[config.mk]
export PLATFORM = sky130hd
export DESIGN_NAME = rgb_pl9823_chain_flat
export DESIGN_NICKNAME = d
export VERILOG_FILES = /design/src/rtl/rgb_pl9823_chain_if.sv /design/src/rtl/rgb_pl9823_chain.sv /design/src/flat_wrapper.sv
export SDC_FILE = /design/constraint.sdc
export NUM_CORES = 1
export LEC_CHECK = 0
export CELL_PAD_IN_SITES_DETAIL_PLACEMENT = 0
export CELL_PAD_IN_SITES_GLOBAL_PLACEMENT = 1
export CORE_MARGIN = 4
export CORE_UTILIZATION = 43
export CTS_BUF_LIST = sky130_fd_sc_hd__clkbuf_4 sky130_fd_sc_hd__clkbuf_8 sky130_fd_sc_hd__clkbuf_16
export DETAILED_ROUTE_END_ITERATION = 16
export PLACE_DENSITY_LB_ADDON = 0.25
export SKIP_LAST_GASP = 1
export SLEW_MARGIN = 5
export SYNTH_ARGS = -nofsm -noshare
export SYNTH_HDL_FRONTEND = slang
export SYNTH_SLANG_ARGS = --single-unit
[constraint.sdc]
create_clock -name clk -period 2.6 [get_ports clk]
set_input_delay 0.52 -clock clk [delete_from_list [all_inputs] [get_ports clk]]
set_output_delay 0.52 -clock clk [all_outputs]
set_load 0.02 [all_outputs]
[src/rtl/rgb_pl9823_chain_if.sv]
// rgb_pl9823_chain_if
//   Bus between the colour-writing register logic and the PL9823 chain driver.
//   Signals:
//     wr_en      colour buffer write strobe
//     wr_addr    LED index (0 = first LED on the chain)
//     wr_rgb     colour word {R[23:16], G[15:8], B[7:0]}
//     start      frame request (level, sampled only while the driver is idle)
//     busy       frame in progress, latch gap included
//     frame_done one-cycle pulse in the first idle cycle after a frame
//     dout       registered serial data to the LED chain
//   Modports: master = register/bus side, slave = driver side.
interface rgb_pl9823_chain_if #(
  parameter int ADDR_W = 8
);
  logic              wr_en;
  logic [ADDR_W-1:0] wr_addr;
  logic [23:0]       wr_rgb;
  logic              start;
  logic              busy;
  logic              frame_done;
  logic              dout;

  modport master (
    output wr_en, wr_addr, wr_rgb, start,
    input  busy, frame_done, dout
  );

  modport slave (
    input  wr_en, wr_addr, wr_rgb, start,
    output busy, frame_done, dout
  );
endinterface

[src/rtl/rgb_pl9823_chain.sv]
// rgb_pl9823_chain
//   Serial driver for a daisy chain of N_LEDS PL9823 RGB LEDs. Colours are held
//   in an addressable N_LEDS x 24 buffer and sent on demand, MSB first, R/G/B,
//   LED 0 first. Each bit is a high pulse (T_LONG for a one, T_SHORT for a zero)
//   followed by a low phase that pads the bit to T_SHORT+T_LONG cycles. A frame
//   ends with T_RESET low cycles (latch gap).
//   Ports:
//     clk    system clock, rising edge
//     reset  synchronous, active-high; clears FSM, outputs and colour buffer
//     bus    rgb_pl9823_chain_if.slave (wr_en/wr_addr/wr_rgb, start, busy,
//            frame_done, dout)
//   Build option:
//     RGB_PL9823_AUTO_REFRESH_EN  when defined, the idle FSM behaves as if start
//     were always high, so frames repeat back to back and start is ignored.
module rgb_pl9823_chain #(
  parameter int N_LEDS  = 3,
  parameter int ADDR_W  = 8,
  parameter int T_SHORT = 18,
  parameter int T_LONG  = 68,
  parameter int T_RESET = 2500
) (
  input  logic              clk,
  input  logic              reset,
  rgb_pl9823_chain_if.slave bus
);

  localparam int T_BIT = T_SHORT + T_LONG;
  localparam int T_MAX = (T_RESET > T_BIT) ? T_RESET : T_BIT;
  localparam int CNT_W = $clog2(T_MAX + 1);
  localparam int LED_W = (N_LEDS > 1) ? $clog2(N_LEDS) : 1;

  localparam logic [1:0] S_IDLE = 2'd0;
  localparam logic [1:0] S_HIGH = 2'd1;
  localparam logic [1:0] S_LOW  = 2'd2;
  localparam logic [1:0] S_GAP  = 2'd3;

  // Counters hold the terminal count (duration - 1) and run down to zero.
  function automatic logic [CNT_W-1:0] high_last(input logic b);
    return b ? CNT_W'(T_LONG - 1) : CNT_W'(T_SHORT - 1);
  endfunction

  // Low phase pads the bit to T_SHORT+T_LONG, so it is the opposite length.
  function automatic logic [CNT_W-1:0] low_last(input logic b);
    return b ? CNT_W'(T_SHORT - 1) : CNT_W'(T_LONG - 1);
  endfunction

  logic [23:0]      buffer [N_LEDS];
  logic [1:0]       state;
  logic [CNT_W-1:0] t_cnt;
  logic [4:0]       bit_cnt;
  logic [LED_W-1:0] led_idx;
  logic [23:0]      shreg;
  logic             dout_r;
  logic             busy_r;
  logic             done_r;
  logic             go;
  logic [23:0]      next_word;

`ifdef RGB_PL9823_AUTO_REFRESH_EN
  // OR-ing start keeps the port referenced while forcing a permanent request.
  assign go = 1'b1 | bus.start;
`else
  assign go = bus.start;
`endif

  // Word for the following LED; read at the load edge, so a same-cycle write
  // to that LED is not seen until the next frame.
  assign next_word = buffer[led_idx + 1'b1];

  assign bus.dout       = dout_r;
  assign bus.busy       = busy_r;
  assign bus.frame_done = done_r;

  // Colour buffer: writes accepted in every state, out-of-range indices dropped.
  always_ff @(posedge clk) begin
    if (reset) begin
      for (int i = 0; i < N_LEDS; i++) buffer[i] <= '0;
    end else if (bus.wr_en && ({1'b0, bus.wr_addr} < (ADDR_W + 1)'(N_LEDS))) begin
      buffer[bus.wr_addr[LED_W-1:0]] <= bus.wr_rgb;
    end
  end

  // Frame FSM; dout/busy/frame_done are registered alongside the state change.
  always_ff @(posedge clk) begin
    if (reset) begin
      state   <= S_IDLE;
      t_cnt   <= '0;
      bit_cnt <= '0;
      led_idx <= '0;
      shreg   <= '0;
      dout_r  <= 1'b0;
      busy_r  <= 1'b0;
      done_r  <= 1'b0;
    end else begin
      done_r <= 1'b0;
      case (state)
        S_IDLE: begin
          if (go) begin
            shreg   <= buffer[0];
            t_cnt   <= high_last(buffer[0][23]);
            bit_cnt <= 5'd23;
            led_idx <= '0;
            state   <= S_HIGH;
            dout_r  <= 1'b1;
            busy_r  <= 1'b1;
          end
        end
        S_HIGH: begin
          if (t_cnt == '0) begin
            t_cnt  <= low_last(shreg[23]);
            state  <= S_LOW;
            dout_r <= 1'b0;
          end else begin
            t_cnt <= t_cnt - 1'b1;
          end
        end
        S_LOW: begin
          if (t_cnt == '0) begin
            if (bit_cnt != '0) begin
              bit_cnt <= bit_cnt - 1'b1;
              shreg   <= {shreg[22:0], 1'b0};
              t_cnt   <= high_last(shreg[22]);
              state   <= S_HIGH;
              dout_r  <= 1'b1;
            end else if (led_idx != LED_W'(N_LEDS - 1)) begin
              led_idx <= led_idx + 1'b1;
              shreg   <= next_word;
              t_cnt   <= high_last(next_word[23]);
              bit_cnt <= 5'd23;
              state   <= S_HIGH;
              dout_r  <= 1'b1;
            end else begin
              t_cnt <= CNT_W'(T_RESET - 1);
              state <= S_GAP;
            end
          end else begin
            t_cnt <= t_cnt - 1'b1;
          end
        end
        S_GAP: begin
          if (t_cnt == '0) begin
            state  <= S_IDLE;
            busy_r <= 1'b0;
            done_r <= 1'b1;
          end else begin
            t_cnt <= t_cnt - 1'b1;
          end
        end
        default: begin
          state  <= S_IDLE;
          dout_r <= 1'b0;
          busy_r <= 1'b0;
        end
      endcase
    end
  end

endmodule
[src/flat_wrapper.sv]
// flat-port wrapper written by rule: the top's interface ports become plain ports
module rgb_pl9823_chain_flat 
#(
  parameter int N_LEDS  = 3,
  parameter int ADDR_W  = 8,
  parameter int T_SHORT = 18,
  parameter int T_LONG  = 68,
  parameter int T_RESET = 2500
)
  (clk, reset, bus_wr_en, bus_wr_addr, bus_wr_rgb, bus_start, bus_busy, bus_frame_done, bus_dout);
  rgb_pl9823_chain_if #(.ADDR_W(ADDR_W)) bus_i ();
  input  logic clk;
  input  logic reset;
  input wire logic [$bits(bus_i.wr_en)-1:0] bus_wr_en;
  input wire logic [$bits(bus_i.wr_addr)-1:0] bus_wr_addr;
  input wire logic [$bits(bus_i.wr_rgb)-1:0] bus_wr_rgb;
  input wire logic [$bits(bus_i.start)-1:0] bus_start;
  output wire logic [$bits(bus_i.busy)-1:0] bus_busy;
  output wire logic [$bits(bus_i.frame_done)-1:0] bus_frame_done;
  output wire logic [$bits(bus_i.dout)-1:0] bus_dout;
  assign bus_i.wr_en = bus_wr_en;
  assign bus_i.wr_addr = bus_wr_addr;
  assign bus_i.wr_rgb = bus_wr_rgb;
  assign bus_i.start = bus_start;
  assign bus_busy = bus_i.busy;
  assign bus_frame_done = bus_i.frame_done;
  assign bus_dout = bus_i.dout;
  rgb_pl9823_chain #(.N_LEDS(N_LEDS), .ADDR_W(ADDR_W), .T_SHORT(T_SHORT), .T_LONG(T_LONG), .T_RESET(T_RESET)) u_core (.clk(clk), .reset(reset), .bus(bus_i));
endmodule
Yosys cells after proc, flatten, opt, wreduce, memory -nomap -nowiden
Memory sizes are Yosys's and may differ from the RTL's.
Index checks and enable logic that the tools add are counted.
- memory bits (writable): 72
- output and inout port bits: 3
- input bits: 36
- flip-flop bits (word level): 48
- memories: 1
- word-level logic and storage cells: 90
- bits in latches: 0
- ROM bits: 0
- memory list (name ; words ; bits a word ; read ports ; clocked after Yosys merged registers in ; wr ports ; line ; text):
    u_core.buffer ; 3 ; 24 ; 2 ; 0 ; 3 ; rgb_pl9823_chain.sv:47 ; logic [23:0] buffer [N_LEDS];
- equal/unequal tests: 12
- reduce and logical (&&, ||, !) cells: 15
- magnitude comparators: 1
- bitwise logic cells: 1
- muxes and demuxes: 49
- shift operators: 0
- add/sub/neg operators: 3
- $mul: 0
- div/mod/pow operators: 0
- operators by type and width (operator ; count):
    2-to-1 mux 24 bit ; 5
    2-to-1 mux 12 bit ; 6
    one-hot mux 12 bit (4 select lines) ; 1
    one-hot mux 24 bit (2 select lines) ; 1
    2-to-1 mux 7 bit ; 4
    OR reduction 24 bit ; 1
    2-to-1 mux 2 bit ; 11
    2-to-1 mux 5 bit ; 4
    zero test 12 bit ; 1
    2-to-1 mux 1 bit ; 12
    subtractor 12 x 1 -> 12 bit (second input constant) ; 1
    one-hot mux 5 bit (2 select lines) ; 1
    AND reduction 5 bit ; 2
    less-than comparator 8 x 2 -> 1 bit (second input constant) ; 1
    != test 2 x 1 -> 1 bit (second input constant) ; 4
    != test 2 bit (second input constant) ; 4
    one-hot mux 2 bit (4 select lines) ; 1
    AND reduction 4 bit ; 2
    nonzero test 5 bit ; 1
    subtractor 5 x 1 -> 5 bit (second input constant) ; 1
    == test 2 bit (second input constant) ; 2
    one-hot mux 2 bit (2 select lines) ; 1
    nonzero test 2 bit ; 2
    != test 3 x 1 -> 1 bit (second input constant) ; 1
    11 further kinds ; 11

Depth between registers and ports, before layout
- depth in word-level cells: 7
- mapped depth: 11
- gate-level depth less buffers: 7

Worst setup path after synthesis
No wires, ideal clock.
- path type: register -> register
- from: register u_core.led_idx[0]
- to: register u_core.shreg[0]
- setup slack: -0.114 ns
- path buffers: 4
- arrival time: 2.583 ns
- data required time: 2.468 ns
- stages on the path, launching flop included: 10
- setup time: 0.132 ns
- period minus slack after synthesis: 2.714 ns
- cell sequence: dfxtp_1 buf_2 buf_1 inv_1 ha_1 clkbuf_1 clkbuf_1 mux4_2 a221oi_1 nor3_1
- word-level cells in the longest chain between the ends: 6
- elaborated cells between the ends (all ways): 9
- classes of those cells: 1 x add/sub; 2 x eq/ne; 4 x mux; 1 x reduce/logical; 1 x memory
- RTL lines (what ; line ; text):
    start, declared ; rgb_pl9823_chain.sv:51 ; logic [LED_W-1:0] led_idx;
    start signal, assigned ; rgb_pl9823_chain.sv:126 ; led_idx <= led_idx + 1'b1;
    adder 2 x 1 -> 2 bit ; rgb_pl9823_chain.sv:68 ; assign next_word = buffer[led_idx + 1'b1];
    memory (3 x 24 bit) ; - ;
    2-to-1 mux 24 bit ; rgb_pl9823_chain.sv:125 ; end else if (led_idx != LED_W'(N_LEDS - 1)) begin
    2-to-1 mux 24 bit ; rgb_pl9823_chain.sv:119 ; if (bit_cnt != '0) begin
    2-to-1 mux 24 bit ; rgb_pl9823_chain.sv:118 ; if (t_cnt == '0) begin
    one-hot mux 24 bit (2 select lines) ; rgb_pl9823_chain.sv:96 ; case (state)
    end signal, assigned ; rgb_pl9823_chain.sv:99 ; shreg <= buffer[0];
    end signal, assigned ; rgb_pl9823_chain.sv:121 ; shreg <= {shreg[22:0], 1'b0};
    end signal, assigned ; rgb_pl9823_chain.sv:127 ; shreg <= next_word;
    end, declared ; rgb_pl9823_chain.sv:52 ; logic [23:0] shreg;
Several ways; a longest one is shown, not always the timed one. The select of a mux whose other input is x is not followed.
A chain may end at the register's enable or synchronous reset.

Final worst setup path
- from: register u_core.t_cnt[1]
- to: register u_core.bit_cnt[4]
- word-level cells in the longest chain between the ends: 3
- RTL lines (what ; line ; text):
    start, declared ; rgb_pl9823_chain.sv:49 ; logic [CNT_W-1:0] t_cnt;
    start signal, assigned ; rgb_pl9823_chain.sv:100 ; t_cnt <= high_last(buffer[0][23]);
    start signal, assigned ; rgb_pl9823_chain.sv:110 ; t_cnt <= low_last(shreg[23]);
    start signal, assigned ; rgb_pl9823_chain.sv:114 ; t_cnt <= t_cnt - 1'b1;
    zero test 12 bit ; rgb_pl9823_chain.sv:118 ;
    != test 2 x 1 -> 1 bit (no source line) ; - ;
    AND reduction 4 bit (no source line) ; - ;
    end signal, assigned ; rgb_pl9823_chain.sv:120 ; bit_cnt <= bit_cnt - 1'b1;
    end, declared ; rgb_pl9823_chain.sv:50 ; logic [4:0] bit_cnt;
No other way between the ends.

==> results.toml <==
[place]
hpwl_um = 9940
gp_congestion = 0.848
place_ws_ns = 0.134
port_buffers = 38

[route]
vias = 4748
drt_pass1_iterations = 5
drc_errors = 0
drt-total-wl_um = 15400
ant_nets = 0
routedWlPerCell_um = 17.3
vias_per_cell = 5.36
drtIter0Drc = 443

[die]
rows = 45
initial_core_util_pct = 44.0
io_pins = 39
core_area_um2 = 15300
die_y_um = 133
die_w_um = 133
die_area_um2 = 17700

[clock_tree]
worstSkewPairLatency_ns = 0.42
cts_tree = "yes"
clk_path_buf_depth = 2
htree_num_levels = 4
cts_made_buffers = 17
clock_sinks = 144
cts-root-buf = "clkbuf_16"
cts_hold_buffers = 0
path_clk_slew_ns = 0.06

[power_and_ir_drop]
power_density_nw_per_um2 = 862
vdd_drop_max_v = 0.000620
power_leakage_uw = 0.00291

[sta]
fin_skew_ns = 0.0104
rsz0062_at_grt = "true"
hold_viol = 0
fmax_mhz = 413
finalCritPeriodShare_pct = 93.1
setup_viol = 0
worst_pin_slew_ns = 0.607
postLayoutSetupSlackWorst_ns = 0.179
slew_headroom_pct = 59.4
layout_min_cycle_time_ns = 2.42
drv_slew = 0

[global_route]
grt_max_degree = 49
grt_pass1_vias = 4773
grt_usage_pct = 18.4
antenna_found_initial = 0
grt_pass1_wl_um = 25400
overflow = 0

[setup_path]
worst_setup_path_end_kind = "flip-flop"
path_class = "flip-flop to flip-flop"
cp-start-kind = "flip-flop"
worstPathCellList = "inv_1 > ha_1 > or4b_4 > nor4b_4 > a31oi_2 > or4_1 > a31oi_1"
critical_path_required_ns = 2.94
cp_slowest_cell = "or4b_4"
max_stage_delay_ns = 0.53
crit_family = "simple AND/OR/NAND/NOR gates"
cp_data_arrival_time_ns = 2.76
worst-path-max-fanout = 7
critPathBufInv = 1

[final_layout]
seqCellArea_um2 = 3840
syn_to_final_growth_pct = 22.3
n_antenna_cell = 0
drive_above_1_share_pct = 15.9
fillers = 1322
multi_input_area_um2 = 2800
fin_util_pct = 53.8
fin_nets = 702

[synthesis]
synth.avg_cell_area_um2 = 11.4
synth_seq_area_share_pct = 57.2
async_reset_ff_share_pct = 0
synth_cells = 589
ys_warn_count = 0
synthFlopType = "edfxtp_1"
ys_ff_latch = 144
ys_types = 53
synth.area.top_cells = "edfxtp_1 43%, dfxtp_1 14%, mux4_2 8.0%, and2_1 6.8%, nand2_1 4.7%"
syn_area_um2 = 6720
yosysMostFrequentCell = "edfxtp_1"
synth-edff-count = 96
synthTopCellsByCount = "96 x edfxtp_1, 84 x nand2_1, 73 x and2_1"
yosys.area.top_type = "edfxtp_1"
synth_top_area_share_pct = 42.9

[min_path]
hold_class = "flip-flop to flip-flop"

[flow_run]
maxCapViolations = 0

[outcome]
status = "complete, no violations"
-- layer usage --
metal / routed length [µm] / global-route usage (%) / up-vias
met1: 6470 / 23.3 / 2262
met4: 221 / 5.83 / 0
met3: 841 / 4.45 / 19
met2: 7820 / 31.1 / 169
met5: 0 / 0 / -
li1: - / - / 2298
-- worst min-delay path, cell delays in order, from the launching register on --
cell	delay, ns
dfxtp_1	0.30
nand2_1	0.05
a21oi_1	0.05
-- cells by family after synthesis --
| logic type | synth area share, % |
|---|---|
| AND/OR/NAND/NOR | 19.0 |
| flip-flops | 57.2 |
| other | 0.0558 |
| XOR/XNOR | 0.522 |
| buffers and inverters | 2.83 |
| multiplexers | 8.05 |
| AO/OA/AOI/OAI | 11.4 |
| adder cells (fa/ha/maj) | 0.931 |
-- metrics by stage --
stage / hold WS, ns / area [µm²] / power (µW) / setup TNS [ns] / instances
floorplan: 0.432 / 6800 / 4070 / 0 / 612
global placement: 0.442 / 7610 / 4670 / 0 / 852
detailed placement: 0.443 / 7610 / 4670 / 0 / 852
CTS: 0.453 / 8200 / 7100 / 0 / 884
global route: 0.470 / 8220 / 7460 / -0.0284 / 885
finish: 0.450 / 8220 / 7090 / 0 / 885
-- final cells by class --
class | instances | share of cell area [%]
Sequential cell | 144 | 46.8
Clock inverter | 10 | 1.37
Multi-Input combinational cell | 421 | 34.1
Inverter | 7 | 0.320
Clock buffer | 22 | 5.79
Tap cell | 211 | 3.21
Timing Repair Buffer | 70 | 8.41
-- cells in the final DEF (no fill, tap or decap), drive strengths merged, types with 8 or more instances in the layout --
master,Yosys,routed
a21oi,62,62
and2,74,74
buf,10,33
clkbuf,30,22
clkdlybuf4s50,0,37
conb,1,24
dfxtp,48,48
edfxtp,96,96
inv,7,8
mux4,24,24
nand2,84,84
nor2,26,26
nor3,9,9
o211ai,27,27
o21ai,8,8
-- registers in the layout (all words and copies together), names as in the netlist --
name / count
u_core.t_cnt: 12
u_core.shreg: 24
u_core.state: 2
u_core.led_idx: 2
u_core.bus.dout: 1
u_core.bit_cnt: 5
u_core.buffer: 96
u_core.bus.frame_done: 1
u_core.bus.busy: 1
-- timing repair --
item | CTS | global route
gates resized for setup | 0 | 2
buffers inserted | 0 | 1
setup endpoints to repair | 0 | 8
-- report_power, final --
group | switching (µW) | total, µW | leakage, µW | internal [µW]
sequential | 193 | 2880 | 0.00131 | 2680
clock | 919 | 2410 | 0.000292 | 1490
combinational | 1030 | 1800 | 0.00130 | 771
total | 2140 | 7090 | 0.00291 | 4950
-- path summary, 6_finish.rpt --
path	from	end	slack, ns	cells after the start
setup / recovery	u_core.t_cnt[1]$_SDFFE_PP0P_	u_core.bit_cnt[4]$_SDFFE_PP0P_	0.18	7
hold / removal	u_core.shreg[17]$_SDFFE_PP0P_	u_core.shreg[17]$_SDFFE_PP0P_	0.45	2
setup reg to reg	u_core.t_cnt[1]$_SDFFE_PP0P_	u_core.bit_cnt[4]$_SDFFE_PP0P_	0.18	7
hold reg to reg	u_core.shreg[17]$_SDFFE_PP0P_	u_core.shreg[17]$_SDFFE_PP0P_	0.45	2
Power figures use the tool's default switching activity.
